$ cat src/rtl/qif_pkg.sv
// Shared types and arithmetic helpers for the QIF neuron datapath:
// signed current/weight type, clamp limits, saturation and leak.
package qif_pkg;

  localparam int Q_WIDTH = 8;

  typedef logic signed [Q_WIDTH-1:0] cur_t;

  localparam cur_t I_MIN = {1'b1, {(Q_WIDTH-1){1'b0}}};
  localparam cur_t I_MAX = {1'b0, {(Q_WIDTH-1){1'b1}}};

  function automatic logic sat_hit(input logic signed [31:0] x);
    return (x > 32'(I_MAX)) || (x < 32'(I_MIN));
  endfunction

  function automatic cur_t sat(input logic signed [31:0] x);
    if (x > 32'(I_MAX)) return I_MAX;
    if (x < 32'(I_MIN)) return I_MIN;
    return cur_t'(x[Q_WIDTH-1:0]);
  endfunction

  // Small magnitudes shift to zero leak; force one step toward 0 so the
  // current always settles.
  function automatic cur_t decay(input cur_t x, input int shift);
    cur_t d;
    d = x - (x >>> shift);
    if (x != '0 && d == x)
      d = x[Q_WIDTH-1] ? x + cur_t'(1) : x - cur_t'(1);
    return d;
  endfunction

endpackage

$ cat src/rtl/qif_syn_slot.sv
// One pending-spike entry: holds weight and remaining tick count, fires
// its weight on the tick that finds the count at zero.
module qif_syn_slot
  import qif_pkg::*;
#(
  parameter int WIDTH = Q_WIDTH,
  parameter int DLY_W = 4
) (
  input  logic                    clk,
  input  logic                    reset,
  input  logic                    tick,
  input  logic                    load,
  input  logic signed [WIDTH-1:0] load_weight,
  input  logic [DLY_W-1:0]        load_delay,
  output logic                    deliver,
  output logic signed [WIDTH-1:0] weight,
  output logic                    occupied
);

  logic [DLY_W-1:0] count;

  // Load only targets a free slot, so a same-cycle tick never sees it.
  always_ff @(posedge clk or posedge reset) begin
    if (reset) begin
      occupied <= 1'b0;
      weight   <= '0;
      count    <= '0;
    end else if (load) begin
      occupied <= 1'b1;
      weight   <= load_weight;
      count    <= load_delay;
    end else if (tick && occupied) begin
      if (count == '0)
        occupied <= 1'b0;
      else
        count <= count - 1'b1;
    end
  end

  assign deliver = tick && occupied && (count == '0);

endmodule

$ cat src/rtl/qif_synapse.sv
// Delayed spike-to-current synapse: spikes wait in slots for their axonal
// delay, then add into a leaky, saturating synaptic current on tick.
module qif_synapse
  import qif_pkg::*;
#(
  parameter int WIDTH       = Q_WIDTH,
  parameter int DEPTH       = 4,
  parameter int DLY_W       = 4,
  parameter int DECAY_SHIFT = 3
) (
  input  logic                    clk,
  input  logic                    reset,
  input  logic                    tick,
  input  logic                    spike_valid,
  output logic                    spike_ready,
  input  logic signed [WIDTH-1:0] spike_weight,
  input  logic [DLY_W-1:0]        spike_delay,
  output logic signed [WIDTH-1:0] i_syn,
  output logic                    busy,
  output logic                    sat_flag
);

  localparam int ACC_W = WIDTH + $clog2(DEPTH) + 1;

  logic [DEPTH-1:0]        occ;
  logic [DEPTH-1:0]        load;
  logic [DEPTH-1:0]        dlv;
  logic signed [WIDTH-1:0] slot_w [DEPTH];
  logic signed [ACC_W-1:0] dlv_sum;
  logic signed [ACC_W-1:0] next_sum;
  logic                    found;

  for (genvar g = 0; g < DEPTH; g++) begin : g_slot
    qif_syn_slot #(.WIDTH(WIDTH), .DLY_W(DLY_W)) u_slot (
      .clk         (clk),
      .reset       (reset),
      .tick        (tick),
      .load        (load[g]),
      .load_weight (spike_weight),
      .load_delay  (spike_delay),
      .deliver     (dlv[g]),
      .weight      (slot_w[g]),
      .occupied    (occ[g])
    );
  end

  assign spike_ready = ~&occ;
  assign busy        = |occ;

  // Lowest-index free slot takes the offered spike.
  always_comb begin
    load  = '0;
    found = 1'b0;
    for (int i = 0; i < DEPTH; i++) begin
      if (!occ[i] && !found) begin
        load[i] = spike_valid;
        found   = 1'b1;
      end
    end
  end

  always_comb begin
    dlv_sum = '0;
    for (int i = 0; i < DEPTH; i++)
      if (dlv[i]) dlv_sum = dlv_sum + ACC_W'(slot_w[i]);
    next_sum = ACC_W'(decay(i_syn, DECAY_SHIFT)) + dlv_sum;
  end

  always_ff @(posedge clk or posedge reset) begin
    if (reset) begin
      i_syn    <= '0;
      sat_flag <= 1'b0;
    end else if (tick) begin
      i_syn <= sat(32'(next_sum));
      if (sat_hit(32'(next_sum))) sat_flag <= 1'b1;
    end
  end

endmodule

$ cat config.mk
export PLATFORM = sky130hd
export DESIGN_NAME = qif_synapse
export DESIGN_NICKNAME = d
export VERILOG_FILES = /design/src/rtl/qif_pkg.sv /design/src/rtl/qif_syn_slot.sv /design/src/rtl/qif_synapse.sv
export SDC_FILE = /design/constraint.sdc
export NUM_CORES = 1
export LEC_CHECK = 0
export ABC_CLOCK_PERIOD_IN_PS = 7800
export CAP_MARGIN = 40
export CORE_MARGIN = 3
export CORE_UTILIZATION = 62
export DETAILED_ROUTE_END_ITERATION = 8
export PLACE_DENSITY = 0.82
export SYNTH_ARGS = -nofsm -noshare
export SYNTH_HDL_FRONTEND = slang
export SYNTH_SLANG_ARGS = --single-unit
$ cat constraint.sdc
create_clock -name clk -period 7.8 [get_ports clk]
set_input_delay 0.78 -clock clk [delete_from_list [all_inputs] [get_ports clk]]
set_output_delay 0.78 -clock clk [all_outputs]
set_load 0.01 [all_outputs]
==> impl_metrics.csv <==
group,metric,value,unit
status,outcome,"complete, no violations",
yosys,ys_warn_count,0,
clock_network,cts_setup_buffers,0,
worst_hold_path,hold_class,"reg -> reg",
worst_setup_path,cpPeakStageDelay,0.42,ns
worst_setup_path,end_kind,"flip-flop",
sta,tns,0,ns
worst_hold_path,hold_depth,1,
yosys,synthFlopType,"dfrtp_1",
worst_setup_path,reg2reg_depth,35,
cells_and_area,multi_input_area,3620,um2
floorplan,floorplan.initialDensity,0.646,
place,numPortBuffers,26,
power,netSwitchingFraction,0.476,
sta,fin_crit_sh,0.908,
sta,fmax,141,MHz
detailed_routing,wl_per_cell,16.3,um
worst_setup_path,reg2reg_to,"sat_flag",
cells_and_area,diodes,0,
yosys,syn_avg_cell_area,8.82,um2
floorplan,rows,33,
power,p_sw,1.45,mW
clock_network,cts_buffer_depth,2,
power,p_comb_frac,0.699,
floorplan,core-area,8300,um2
floorplan,dieArea,9810,um2
power,clockPowerShare,0.093,
sta,setup_viol,0,
clock_network,cts_tree,"yes",
global_route,grt_pass1_vias,4642,
clock_network,clkSinkCount,61,
clock_network,holdBufCountCts,0,
floorplan,die_x,99.0,um
cells_and_area,area_delta_synth_final,10.5,%
worst_setup_path,reg2reg_slack,0.72,ns
worst_setup_path,startpoint_type,"flip-flop",
cells_and_area,drive_gt1_frac,0.120,
sta,max-slew-margin-rel,0.489,
worst_setup_path,critPathKind,"reg -> reg",
yosys,synth_edf_count,0,
detailed_routing,drt_iter0_drc,256,
global_route,overflow,0,
clock_network,htree_levels,3,
worst_setup_path,crit_arrival,7.32,ns
cells_and_area,final_area,5930,um2
power,p_int,1.59,mW
worst_setup_path,crit_path_max_fanout,11,
detailed_routing,wl,12200,um
yosys,synth.cell_area,5370,um2
sta,hold_violations,0,
worst_hold_path,hold_end,"sat_flag",
power,p_per_area,513,nW/um2
place,globalplace.congestion,0.887,
power,vdd_drop_max,0.000362,V
global_route,antenna_found_initial,0,
sta,tightestPinTransition,0.767,ns
worst_setup_path,path_common_cell,"ha_1",
worst_hold_path,hp-start,"sat_flag",
worst_setup_path,timing.rr.start,"g_slot[0].u_slot.count[0]",
sta,maxSlewViolCount,0,
global_route,grt_start_max_net_pins,62,
power,power.leakage,2.78,nW
detailed_routing,vias_per_cell,6.14,
clock_network,cts_buffers,9,
flow_run,drv_cap,0,
detailed_routing,dr_total_vias,4583,
floorplan,die_height,99.0,um
clock_network,cts.repair.resized,0,
yosys,syn_inst,608,
yosys,async_reset_ff_frac,1.00,
yosys,ys_types,65,
clock_network,clk_latency,0.35,ns
detailed_routing,firstDrtPassIters,6,
place,place_hpwl,9330,um
power,design_power_total,3.04,mW
detailed_routing,ant_nets,0,
place,dpl_cell_area,5740,um2
clock_network,cts_root_buf,"clkbuf_8",
sta,skew,0.00844,ns
yosys,syn_nets,683,
cells_and_area,num-nets-final,711,
clock_network,clk_pin_slew_worst_paths,0.08,ns
worst_setup_path,required,8.04,ns
global_route,grt_usage,0.262,
yosys,ys_seq_area_frac,0.285,
sta,min_period,7.08,ns
cells_and_area,seq_area,1530,um2
cells_and_area,fill_cells,642,
floorplan,pin_count,27,
yosys,ys_ff_latch,61,
global_route,grt_pass1_wl,21200,um
worst_setup_path,cpMaxStageDelayCell,"dfrtp_1",
sta,rsz0062_at_grt,"false",
detailed_routing,drc_errors,0,
power,seqPwrFrac,0.208,
[cells in the final DEF (no fill, tap or decap), types with 3 or more instances in the layout]
cell	Yosys	layout
ha_1	53	53
o221a_2	4	4
and2_1	7	7
o21ai_1	11	11
clkdlybuf4s50_1	0	26
inv_1	38	37
buf_4	1	6
xor2_1	12	12
mux2i_1	7	7
or3_1	3	3
o21a_1	4	4
xnor2_1	31	31
nor3_2	2	3
o211ai_1	4	4
nor2b_1	3	3
nand3_1	11	11
nand2_1	56	56
o21bai_1	10	10
a211oi_1	4	4
o21ai_0	15	15
a21oi_1	46	46
a31oi_1	12	12
clkbuf_8	0	9
a221o_1	5	5
dfrtp_1	61	61
a21o_1	19	19
o22ai_1	5	5
fa_1	6	6
nand2b_1	14	14
nor2_1	60	60
mux2_2	35	35
nor3_1	12	11
nor4_1	5	5
[kinds of logic after synthesis]
logic type | synth area share
AOI/OAI and AO/OA | 0.196
DFF | 0.285
muxes | 0.0865
buffers and inverters | 0.0424
and+or+nand+nor | 0.172
xor gates and xnor gates | 0.0702
adders and majority gates | 0.148
[per-stage QoR]
| step | utilization | std cells | setup slack, ns | hold WS, ns |
|---|---|---|---|---|
| after CTS | 0.714 | 746 | 0.737 | 0.461 |
| after detailed placement | 0.691 | 730 | 0.524 | 0.444 |
| final | 0.714 | 746 | 0.720 | 0.458 |
| after global routing | 0.714 | 746 | 0.192 | 0.472 |
| after global placement | 0.689 | 728 | 0.267 | 0.439 |
| after floorplan | - | 608 | 1.20 | 0.452 |
[sequential cells by signal, indices dropped and copies added (netlist names)]
signal / flops
g_slot.u_slot.weight: 32
sat_flag: 1
i_syn: 8
g_slot.u_slot.occupied: 4
g_slot.u_slot.count: 16
[worst max path at each step]
stage / start / endpoint / slack (ns) / cells after the start
final: g_slot[0].u_slot.count[0] / sat_flag / 0.72 / 35
after global routing: g_slot[0].u_slot.count[0] / i_syn[2] / 0.19 / 34
after CTS: g_slot[0].u_slot.count[0] / sat_flag / 0.74 / 35
after detailed placement: tick / sat_flag / 0.52 / 34
after global placement: tick / sat_flag / 0.27 / 33
after floorplan: g_slot[0].u_slot.count[0] / i_syn[2] / 1.20 / 35
[cells in the mapped netlist (all sizes together) (5+ instances only)]
| cell | n | area share |
|---|---|---|
| xor2 | 12 | 0.020 |
| xnor2 | 31 | 0.051 |
| nor4 | 5 | 0.0058 |
| ha | 53 | 0.12 |
| and2 | 7 | 0.0082 |
| a31oi | 12 | 0.014 |
| inv | 38 | 0.027 |
| dfrtp | 61 | 0.28 |
| clkbuf | 11 | 0.0077 |
| nand3 | 12 | 0.014 |
| mux2 | 35 | 0.073 |
| buf | 5 | 0.0075 |
| nor3 | 14 | 0.015 |
| a21o | 19 | 0.027 |
| nand2 | 57 | 0.040 |
| mux2i | 7 | 0.013 |
| nand2b | 14 | 0.016 |
| nor2 | 60 | 0.042 |
| o21ai | 27 | 0.026 |
| a21oi | 46 | 0.043 |
| o22ai | 5 | 0.0058 |
| o21bai | 10 | 0.014 |
| fa | 6 | 0.022 |
| a221o | 5 | 0.0093 |
[critical path: cells and delay by family (launching register included)]
kind / cells / cell delay (ns)
AO/OA/AOI/OAI: 13 / 2.28
adder cells (fa/ha/maj): 6 / 1.80
flip-flops: 1 / 0.42
multiplexers: 2 / 0.36
AND/OR/NAND/NOR: 5 / 0.93
XOR/XNOR: 6 / 0.81
buffers and inverters: 3 / 0.37
[power groups by stage]
stage | Clock [mW] | Combinational, mW | Sequential (mW)
after CTS | 0.288 | 2.11 | 0.630
after floorplan | 0 | 1.71 | 0.589
after global placement | 0 | 1.99 | 0.628
after global routing | 0.300 | 2.38 | 0.656
after detailed placement | 0 | 2.10 | 0.634
final | 0.284 | 2.12 | 0.632
[layer usage]
metal / vias to the layer above / global-route usage / wire length [um]
met1: 2213 / 0.350 / 5460
met3: 16 / 0.0439 / 607
met2: 119 / 0.443 / 5950
met5: - / 0 / 0
li1: 2235 / - / -
met4: 0 / 0.0651 / 146
[area by class of cell]
class	count	area share
flip-flops and latches	61	0.257
multi-input cells	492	0.610
well taps	105	0.0222
inverters	39	0.0247
repair buffers	33	0.0534
clock buffers	10	0.0215
clock inverters	6	0.0108
(Power assumes the default switching activity.)
